[src/rtl/clique_dump_reader.sv]
// Host-side reader for the clique buffer dump stream: captures the {maxsize, n_cliques}
// header, then splits each 32-bit word into two 16-bit vertices tagged with clique ends.
module clique_dump_reader #(
    parameter int SIZE_BITS = 5,
    parameter int VTX_BITS  = 16
) (
    input  logic                 i_clk150,
    input  logic                 i_reset_n,
    input  logic                 i_start,
    output logic                 o_dump,
    input  logic                 i_dump_done,
    input  logic [31:0]          i_data,
    input  logic                 i_data_valid,
    output logic                 o_data_ready,
    output logic [SIZE_BITS-1:0] o_maxsize,
    output logic [15:0]          o_n_cliques,
    output logic                 o_hdr_valid,
    output logic [VTX_BITS-1:0]  o_vtx,
    output logic                 o_vtx_valid,
    input  logic                 i_vtx_ready,
    output logic                 o_vtx_last,
    output logic                 o_done,
    output logic                 o_error,
    output logic [2:0]           o_state
);

    typedef enum logic [2:0] {
        S_IDLE     = 3'd0,
        S_HDR      = 3'd1,
        S_VERTS    = 3'd2,
        S_WAITDONE = 3'd3,
        S_RELEASE  = 3'd4
    } state_t;

    // Handshakes: a word moves when i_data_valid && o_data_ready, a vertex moves when
    // o_vtx_valid && i_vtx_ready; both are sampled on the rising edge of i_clk150.
    state_t               state;
    state_t               state_nxt;
    logic [31:0]          word;
    logic                 word_full;
    logic                 phase;
    logic [SIZE_BITS-1:0] vtx_cnt;
    logic [15:0]          clq_cnt;
    logic [16:0]          clq_cnt_inc;
    logic                 word_acc;
    logic                 vtx_hs;
    logic                 last_vtx;
    logic                 final_hs;
    logic                 truncate;
    logic                 hdr_empty;

    assign o_state     = state;
    assign o_vtx_valid = word_full;
    assign o_vtx       = phase ? word[31:16] : word[15:0];
    assign last_vtx    = (vtx_cnt == o_maxsize - SIZE_BITS'(1));
    assign o_vtx_last  = word_full && last_vtx;
    assign vtx_hs      = word_full && i_vtx_ready;
    assign clq_cnt_inc = {1'b0, clq_cnt} + 17'd1;
    assign final_hs    = vtx_hs && last_vtx && (clq_cnt_inc == {1'b0, o_n_cliques});
    assign word_acc    = i_data_valid && o_data_ready;
    assign hdr_empty   = (i_data[15+SIZE_BITS:16] == '0) || (i_data[15:0] == 16'd0);
    // A word arriving alongside i_dump_done is taken first; truncation waits a cycle.
    assign truncate    = (state == S_VERTS) && i_dump_done && !word_acc && !final_hs;

    always_ff @(posedge i_clk150 or negedge i_reset_n) begin
        if (!i_reset_n) begin
            state <= S_IDLE;
        end else begin
            state <= state_nxt;
        end
    end

    always_comb begin
        state_nxt = state;
        unique case (state)
            S_IDLE:     if (i_start) state_nxt = S_HDR;
            S_HDR: begin
                if (word_acc) begin
                    state_nxt = hdr_empty ? S_WAITDONE : S_VERTS;
                end else if (i_dump_done) begin
                    state_nxt = S_RELEASE;
                end
            end
            S_VERTS: begin
                if (final_hs) begin
                    state_nxt = S_WAITDONE;
                end else if (truncate) begin
                    state_nxt = S_RELEASE;
                end
            end
            S_WAITDONE: if (i_dump_done) state_nxt = S_RELEASE;
            S_RELEASE:  if (!i_dump_done) state_nxt = S_IDLE;
            default:    state_nxt = S_IDLE;
        endcase
    end

    always_comb begin
        o_dump       = 1'b0;
        o_data_ready = 1'b0;
        unique case (state)
            S_HDR, S_WAITDONE: begin
                o_dump       = 1'b1;
                o_data_ready = 1'b1;
            end
            S_VERTS: begin
                o_dump       = 1'b1;
                o_data_ready = !word_full || (vtx_hs && phase);
            end
            default: ;
        endcase
    end

    always_ff @(posedge i_clk150 or negedge i_reset_n) begin
        if (!i_reset_n) begin
            o_maxsize   <= '0;
            o_n_cliques <= 16'd0;
            o_hdr_valid <= 1'b0;
            o_done      <= 1'b0;
            o_error     <= 1'b0;
            word        <= 32'd0;
            word_full   <= 1'b0;
            phase       <= 1'b0;
            vtx_cnt     <= '0;
            clq_cnt     <= 16'd0;
        end else begin
            o_hdr_valid <= 1'b0;
            o_done      <= (state == S_RELEASE) && !i_dump_done;
            unique case (state)
                S_IDLE: if (i_start) o_error <= 1'b0;
                S_HDR: begin
                    if (word_acc) begin
                        o_maxsize   <= i_data[15+SIZE_BITS:16];
                        o_n_cliques <= i_data[15:0];
                        o_hdr_valid <= 1'b1;
                        vtx_cnt     <= '0;
                        clq_cnt     <= 16'd0;
                        word_full   <= 1'b0;
                        phase       <= 1'b0;
                    end else if (i_dump_done) begin
                        o_error <= 1'b1;
                    end
                end
                S_VERTS: begin
                    if (vtx_hs) begin
                        if (last_vtx) begin
                            vtx_cnt <= '0;
                            clq_cnt <= clq_cnt + 16'd1;
                        end else begin
                            vtx_cnt <= vtx_cnt + SIZE_BITS'(1);
                        end
                    end
                    if (truncate) begin
                        o_error   <= 1'b1;
                        word_full <= 1'b0;
                    end else if (final_hs) begin
                        // Unused upper half of the last word is discarded; a word taken
                        // on the final handoff is already surplus.
                        word_full <= 1'b0;
                        if (word_acc) o_error <= 1'b1;
                    end else if (word_acc) begin
                        word      <= i_data;
                        word_full <= 1'b1;
                        phase     <= 1'b0;
                    end else if (vtx_hs) begin
                        if (phase) word_full <= 1'b0;
                        else       phase     <= 1'b1;
                    end
                end
                S_WAITDONE: if (word_acc) o_error <= 1'b1;
                default: ;
            endcase
        end
    end

endmodule

[config.mk]
export PLATFORM = sky130hd
export DESIGN_NAME = clique_dump_reader
export DESIGN_NICKNAME = d
export VERILOG_FILES = /design/src/rtl/clique_dump_reader.sv
export SDC_FILE = /design/constraint.sdc
export NUM_CORES = 1
export LEC_CHECK = 0
export ABC_AREA = 1
export CAP_MARGIN = 25
export CORE_MARGIN = 4
export CORE_UTILIZATION = 30
export DETAILED_ROUTE_END_ITERATION = 6
export PLACE_DENSITY = 0.59
export RECOVER_POWER = 50
export SYNTH_ARGS = -nofsm -noshare
export SYNTH_HDL_FRONTEND = slang
export SYNTH_SLANG_ARGS = --single-unit
[constraint.sdc]
create_clock -name i_clk150 -period 4 [get_ports i_clk150]
set_clock_uncertainty 0.1 [all_clocks]
set_input_delay 0.8 -clock i_clk150 [delete_from_list [all_inputs] [get_ports i_clk150]]
set_output_delay 0.8 -clock i_clk150 [all_outputs]
set_load 0.01 [all_outputs]
==> impl_metrics.yaml, run 1 <==
global_route:
  antenna_found_initial: 0
  grt_use_total_pct: 14.7
  grt_pass1_wl_mm: 19.8
  grt_max_degree: 74
  grt_pass1_vias: 3943
  grt_overflow: 0
worst_setup_path:
  startpoint_type: "input pin"
  cp_cell_sequence: "dlygate4sd3_1 > inv_1 > nor2_1 > clkbuf_1 > inv_1 > nand2_1 > o21ai_0"
  crit_fanout: 29
  crit_buf_inv: 4
  arrival_ps: 3330
  crit_path_frequent_cell: "inv_1"
  r2r_end: "clq_cnt[0]"
  crit_start: "i_data_valid"
  crit_type: "input pin to flop"
  slowest_stage: "clkbuf_1"
  crit_path_end: "o_n_cliques[10]"
  ff2ff_setup_slack_ps: 1100
  r2r_cells: 11
  crit_family: "buffers and inverters"
  r2r-start: "o_state[2]"
  max_stage_delay_ps: 940
  end_kind: "flop"
  worstPathRequired_ps: 4100
  cp_num_cells: 7
sta:
  slew_viol_final: 70
  finalHoldViolCount: 0
  slew_headroom_pct: -16.1
  finalWorstSetupSlack_ps: 777
  period_share_pct: 80.6
  final.setup.tns_ps: 0
  setup_viol: 0
  rsz0062_at_grt: "false"
  fmax_mhz: 310
  layout_min_cycle_time_ps: 3220
  tightestPinTransition_ps: 1740
routing:
  first_pass_iters: 5
  avgRoutedWirePerCell_um: 14.4
  via_count: 4007
  wl_mm: 12.2
  via_per_inst: 4.74
  first_iter_violations: 197
  drcViolationCount: 0
  ant_nets: 0
cts:
  cts_sinks: 82
  cts_buffers: 9
  h-tree-depth: 3
  cts_tree: "yes"
  clockRootBuffer: "clkbuf_16"
  postCtsSetupBuffers: 0
  cts_resized: 0
  clkTransAtPathRegs_ps: 70
  clock_latency_ps: 340
  cts_buffer_depth: 2
  hold_buffers: 0
final_layout:
  syn2layout_area_growth_pct: 28.1
  layout_common_cells: "nand2_1 (150), inv_1 (92), dfrtp_1 (82)"
  drive_gt1_share_pct: 11.0
  fin_nets: 697
  fin_cells: 845
  diodes: 0
  fin_area_um2: 5800
  final_common_cell: "nand2_1"
  nFillCells: 1492
placed_design:
  dp_hpwl_mm: 9.21
  dpl-instance-area_um2: 5530
  placed_cells: 828
  port_buffers: 84
  place_congestion: 0.911
  place_ws_ps: 861
power:
  intPower_mw: 2.43
  ir_drop_v: 0.000363
  power_mw: 3.91
  p_comb_share_pct: 44.0
  clkPwrFrac_pct: 20.0
  sw_frac_of_total_pct: 37.9
  p_switching_mw: 1.48
  power.density_nw_per_um2: 674
  seqPwrFrac_pct: 35.9
  total_leakage_power_nw: 2.70
logic_synthesis:
  ys_warn_count: 0
  synth_seq_cells: 82
  netlist_instances: 572
  synth_cell_type_count: 38
  synth-simple-area-share_pct: 26.4
  synth_area_um2: 4530
  synth_ff_type: "dfrtp_1"
  synth-async-reset-ratio_pct: 100
  synthMuxAreaShare_pct: 3.98
  synth_compound_area_share_pct: 11.7
  syn_area_per_cell_um2: 7.92
  synth_edf_count: 0
  syn-num-nets: 613
  synth-xor-area-share_pct: 1.66
  synth_top_family_by_area: "simple AND/OR/NAND/NOR gates"
  seq_area_frac_synth_pct: 45.3
  synth-adder-area-share_pct: 0.828
job:
  drv_cap: 1
die:
  fp.dieH_um: 131
  pin_count: 85
  rows: 44
  fp.dieW_um: 131
  core_area_um2: 14600
  die_area_um2: 17100
  initial_utilization_pct: 30.9
worst_hold_path:
  hold_path_class: "input pin to async pin"
status:
  status: "finished with violations"
  violations: "max-capacitance violations, max-slew violations"
==> worst reg2reg max path: cells and delay by family, from the launching register on <==
family,cells,cell delay (ps)
flops,1,440
buf+inv,4,570
simple gates,6,1500
compound gates,1,160
==> metal layers <==
| metal | global-route usage (%) | wire length (um) | vias to the layer above |
|---|---|---|---|
| li1 | - | - | 2009 |
| met1 | 19.9 | 5710 | 1885 |
| met2 | 23.7 | 5750 | 99 |
| met3 | 3.01 | 515 | 14 |
| met4 | 5.08 | 211 | 0 |
| met5 | 0 | 0 | - |
==> worst min-delay path by stage <==
stage                               to  slack (ps)  cells past startpoint
final                     o_maxsize[1]         210                      1
after global routing      o_maxsize[1]         210                      1
after CTS                     word[14]         390                      2
after detailed placement      word[14]         370                      2
after global placement        word[24]         360                      2
after floorplan               word[14]         350                      2
==> power groups by stage <==
stage | clock, mW | combinational (mW) | sequential, mW
after floorplan | 0 | 0.978 | 1.38
after global placement | 0 | 1.73 | 1.41
after detailed placement | 0 | 1.74 | 1.42
after CTS | 0.804 | 1.76 | 1.41
after global routing | 0.841 | 1.92 | 1.45
final | 0.783 | 1.72 | 1.41
==> stage by stage <==
step,hold slack [ps],util (%)
after CTS,386,39.7
final,213,39.6
after global placement,365,37.8
after floorplan,351,-
after detailed placement,370,37.8
after global routing,208,39.6
==> flip-flops by register name (all words and copies together), names as in the netlist, 3 cells and up <==
| signal | count |
|---|---|
| word | 32 |
| o_state | 3 |
| o_n_cliques | 16 |
| o_maxsize | 5 |
| clq_cnt | 16 |
| vtx_cnt | 5 |
==> kinds of logic (layout without fill, tap and decap cells) <==
| kind of cell | after synthesis | count (layout) |
|---|---|---|
| adders and majority gates | 3 | 3 |
| DFF | 82 | 82 |
| AOI/OAI and AO/OA | 90 | 90 |
| muxes | 16 | 16 |
| xor gates and xnor gates | 7 | 7 |
| and+or+nand+nor | 265 | 265 |
| buffers and inverters | 109 | 198 |
==> Yosys cell counts, drive strengths merged (2+ instances only) <==
cell	number	area share, %
inv	93	7.7
nand3b	3	0.50
or2	4	0.55
nand3	37	4.5
clkbuf	6	0.50
ha	3	0.83
a21oi	5	0.55
nor2	39	4.1
dfrtp	82	45
nor4	4	0.55
nor3	4	0.44
nand4	11	1.5
nand2	161	14
nor3b	2	0.33
mux2	16	4.0
o21ai	64	8.0
xor2	5	0.97
o22ai	14	1.9
buf	10	2.0
==> cell type report <==
cell class	instances	area (um2)	share of cell area [%]
sequential	82	2050	35.4
clock buffer	9	225	3.88
multi-input combinational	381	2020	34.8
clock inverter	7	55.1	0.949
tap	184	230	3.97
timing repair buffer	89	875	15.1
inverter	93	349	6.02
Note: power is estimated with default switching activity, not from simulation.
==> run 2: changes to the inputs <==
Settings changed: PLACE_DENSITY 0.59 to 0.61.
Clock period 4 ns to 2.9 ns, I/O delays scaled along.
==> impl_metrics.yaml, run 2 (synthesized netlist as in run 1, its figures left out) <==
die:
  fp.dieH_um: 131
  die_area_um2: 17100
  rows: 44
  pin_count: 85
  fp.dieW_um: 131
  core_area_um2: 14600
  initial_utilization_pct: 30.9
cts:
  cts_buffers: 9
  clkTransAtPathRegs_ps: 60
  cts_tree: "yes"
  clockRootBuffer: "clkbuf_16"
  cts_sinks: 82
  h-tree-depth: 3
  clock_latency_ps: 330
  cts_buffer_depth: 2
  hold_buffers: 0
global_route:
  grt_max_degree: 47
  grt_overflow: 0
  grt_use_total_pct: 14.7
  grt_pass1_vias: 4048
  grt_pass1_wl_mm: 19.9
  antenna_found_initial: 0
final_layout:
  diodes: 0
  largest_registers: "word (32), clq_cnt (16), o_n_cliques (16)"
  largest_register_ffs: 32
  nFillCells: 1500
  layout_common_cells: "nand2_1 (150), inv_1 (92), dfrtp_1 (82)"
  regMostFlops: "word"
  drive_gt1_share_pct: 12.2
  syn2layout_area_growth_pct: 30.9
  fin_cells: 850
  fin_nets: 702
  final_common_cell: "nand2_1"
  multiInputGateArea_um2: 2020
  register_area_um2: 2050
power:
  power_mw: 5.70
  total_leakage_power_nw: 2.80
  sw_frac_of_total_pct: 35.5
  p_switching_mw: 2.03
  ir_drop_v: 0.000387
  power.density_nw_per_um2: 961
  p_comb_share_pct: 43.1
  seqPwrFrac_pct: 33.5
  intPower_mw: 3.68
  clkPwrFrac_pct: 23.5
worst_setup_path:
  arrival_ps: 2080
  crit_fanout: 2
  worstPathRequired_ps: 2220
  end_kind: "primary output"
  max_stage_delay_ps: 530
  crit_type: "input pin to primary output"
  cp_cell_sequence: "clkdlybuf4s50_1 > nand2_1 > inv_1 > nand2_1 > nand2_1 > o21ai_0 > inv_1 > clkdlybuf4s50_1"
  crit_path_frequent_cell: "nand2_1"
  crit_start: "i_vtx_ready"
  r2r-start: "clq_cnt[0]"
  slowest_stage: "clkdlybuf4s50_1"
  startpoint_type: "input pin"
placed_design:
  placed_cells: 834
  place_congestion: 0.896
  dp_hpwl_mm: 9.46
  port_buffers: 84
routing:
  via_per_inst: 4.71
  ant_nets: 0
  via_count: 4006
  wl_mm: 12.3
  first_iter_violations: 205
  drcViolationCount: 0
  avgRoutedWirePerCell_um: 14.4
  first_pass_iters: 4
sta:
  rsz0062_at_grt: "false"
  fmax_mhz: 363
  tightestPinTransition_ps: 1220
  slew_headroom_pct: 19.0
  setup_viol: 0
  slew_viol_final: 0
  layout_min_cycle_time_ps: 2760
  final.setup.tns_ps: 0
  period_share_pct: 95.0
  finalHoldViolCount: 0
worst_hold_path:
  hold_path_class: "input pin to async pin"
status:
  status: "finished clean"
job:
  drv_cap: 0
[run 2: power by group through the flow]
stage	Sequential (mW)	Clock, mW	Combinational, mW
after global placement	1.92	0	2.45
final	1.91	1.34	2.46
after floorplan	1.90	0	1.35
after CTS	1.91	1.37	2.51
after global routing	1.97	1.41	2.73
after detailed placement	1.92	0	2.49
[run 2: layer usage]
layer  up-vias  global-route usage [%]  part of all wire [%]
met1      1880                    19.7                    46
met2        94                    23.8                    48
li1       2012                       -                     -
met4         0                    5.44                   2.2
met3        20                    2.80                   4.1
met5         -                       0                     0
[run 2: layout make-up]
| cell class | instances | area share (%) |
|---|---|---|
| Clock buffer | 11 | 4.26 |
| Multi-Input combinational cell | 381 | 34.0 |
| Inverter | 93 | 5.88 |
| Timing Repair Buffer | 94 | 15.7 |
| Clock inverter | 5 | 1.69 |
| Tap cell | 184 | 3.88 |
| Sequential cell | 82 | 34.6 |
[run 2: stage by stage]
stage          hold slack, ps  area, um2  utilization (%)  setup slack [ps]
2_1_floorplan             184       4530                -               705
3_3_place_gp              366       5600             38.2               155
3_5_place_dp              374       5600             38.2               146
4_1_cts                   185       5950             40.6               147
5_1_grt                   405       5930             40.5              16.6
6_report                  383       5930             40.5               144
[run 2: path summary, 6_finish.rpt]
kind                           endpoint  slack, ps  cells after the start
setup / recovery           o_data_ready        140                      8
hold / removal              o_hdr_valid        380                      1
setup reg to reg               word[19]        330                     16
hold reg to reg                 word[6]        380                      2
max in group asynchronous      word[16]        760                      2
min in group i_clk150           word[6]        380                      2
[run 2: critical path, delay by kind of cell]
kind / cells / cell delay (ps)
AOI/OAI and AO/OA: 1 / 100
buffers and inverters: 4 / 1190
and+or+nand+nor: 3 / 230
[run 2: timing repair]
| action | in CTS | in global routing |
|---|---|---|
| setup buffers | 0 | 0 |
| gates resized for setup | 1 | 0 |
| setup endpoints to repair | 1 | 0 |
==> run 3: changes to the inputs <==
Settings changed: MAX_ROUTING_LAYER from default to met4.
==> impl_metrics.yaml, run 3 (synthesized netlist as in run 1, its figures left out) <==
die:
  die_area_um2: 17100
  pin_count: 85
  rows: 44
  core_area_um2: 14600
  initial_utilization_pct: 30.9
  fp.dieW_um: 131
  fp.dieH_um: 131
global_route:
  antenna_found_initial: 0
  grt_use_total_pct: 15.3
  grt_overflow: 0
  grt_pass1_vias: 3927
  grt_pass1_wl_mm: 19.9
  grt_max_degree: 45
final_layout:
  diodes: 0
  layout_common_cells: "nand2_1 (150), inv_1 (92), dfrtp_1 (82)"
  fin_nets: 702
  utilization_pct: 40.4
  final_common_cell: "nand2_1"
  fin_cells: 850
  drive_gt1_share_pct: 12.2
  largest_registers: "word (32), clq_cnt (16), o_n_cliques (16)"
  syn2layout_area_growth_pct: 30.7
  largest_register_ffs: 32
  regMostFlops: "word"
sta:
  finalWorstSetupSlack_ps: 175
  finalHoldViolCount: 0
  period_share_pct: 94.0
  fmax_mhz: 367
  rsz0062_at_grt: "false"
  slew_headroom_pct: 23.1
  setup_viol: 0
  hold_ws_ps: 360
  tightestPinTransition_ps: 1150
  slew_viol_final: 0
  final.setup.tns_ps: 0
  layout_min_cycle_time_ps: 2730
cts:
  cts_buffer_depth: 2
  h-tree-depth: 3
  hold_buffers: 0
  cts_sinks: 82
  postCtsSetupBuffers: 0
  cts_buffers: 9
  cts_tree: "yes"
  clock_latency_ps: 340
  clockRootBuffer: "clkbuf_16"
  clkTransAtPathRegs_ps: 60
power:
  power.density_nw_per_um2: 960
  total_leakage_power_nw: 2.79
  ir_drop_v: 0.000488
worst_setup_path:
  startpoint_type: "input pin"
  max_stage_delay_ps: 530
  r2r_cells: 16
  crit_family: "buffers and inverters"
  crit_type: "input pin to primary output"
  end_kind: "primary output"
  crit_buf_inv: 4
  cp_cell_sequence: "clkdlybuf4s50_1 > nand2_1 > inv_1 > nand2_1 > nand2_1 > o21ai_0 > inv_1 > clkdlybuf4s50_1"
  cp_num_cells: 8
  worstPathRequired_ps: 2220
  arrival_ps: 2050
  crit_fanout: 2
  slowest_stage: "clkdlybuf4s50_1"
  crit_path_frequent_cell: "nand2_1"
routing:
  avgRoutedWirePerCell_um: 14.6
  wl_mm: 12.4
  via_count: 3993
  first_pass_iters: 5
  ant_nets: 0
  via_per_inst: 4.70
  drcViolationCount: 0
  first_iter_violations: 213
placed_design:
  port_buffers: 84
  dp_hpwl_mm: 9.49
  place_ws_ps: 165
  place_congestion: 0.888
  placed_cells: 834
job:
  drv_cap: 0
worst_hold_path:
  hold_path_class: "input pin to async pin"
status:
  status: "finished clean"
run 3: changes by cell type in the layout (fill, tap and decap cells not counted), sizes merged:
cell,change
clkbuf,-2
clkinv,+2
run 3: per-layer routing:
layer	vias up	global-route usage, %	wire length (um)
met5	-	-	0
li1	2027	-	-
met4	0	4.78	174
met3	17	2.48	445
met1	1855	20.5	5820
met2	94	23.9	5950
run 3: metrics by stage:
step | instance area, um2 | power (mW)
after floorplan | 4530 | 3.25
after global placement | 5600 | 4.38
after detailed placement | 5600 | 4.41
after CTS | 5940 | 5.77
after global routing | 5920 | 6.09
final | 5920 | 5.69
run 3: final timing paths:
check / startpoint / to / slack, ps
max in group asynchronous: i_reset_n / vtx_cnt[3] / 770
min in group i_clk150: word[28] / word[28] / 390
max reg2reg: clq_cnt[0] / word[18] / 310
min reg2reg: word[28] / word[28] / 390
max: i_vtx_ready / o_data_ready / 170
min: i_reset_n / o_hdr_valid / 360
run 3: timing repair:
action / CTS / global route
endpoints found under the hold margin: 0 / 0
setup endpoints to repair: 1 / 0
resized for setup: 1 / 0
run 3: where the power goes:
part	total, mW	switching [mW]	internal (mW)	leakage, nW
sequential	1.91	0.342	1.57	1.06
clock	1.32	0.477	0.841	0.169
combinational	2.46	1.23	1.23	1.56
total	5.69	2.05	3.63	2.79
run 3: area by class of cell:
cell class	instances	area (um2)
fill	1449	8720
sequential	82	2050
multi-input combinational	381	2020
timing repair buffer	94	932
inverter	93	349
tap	184	230
clock buffer	9	225
clock inverter	7	118
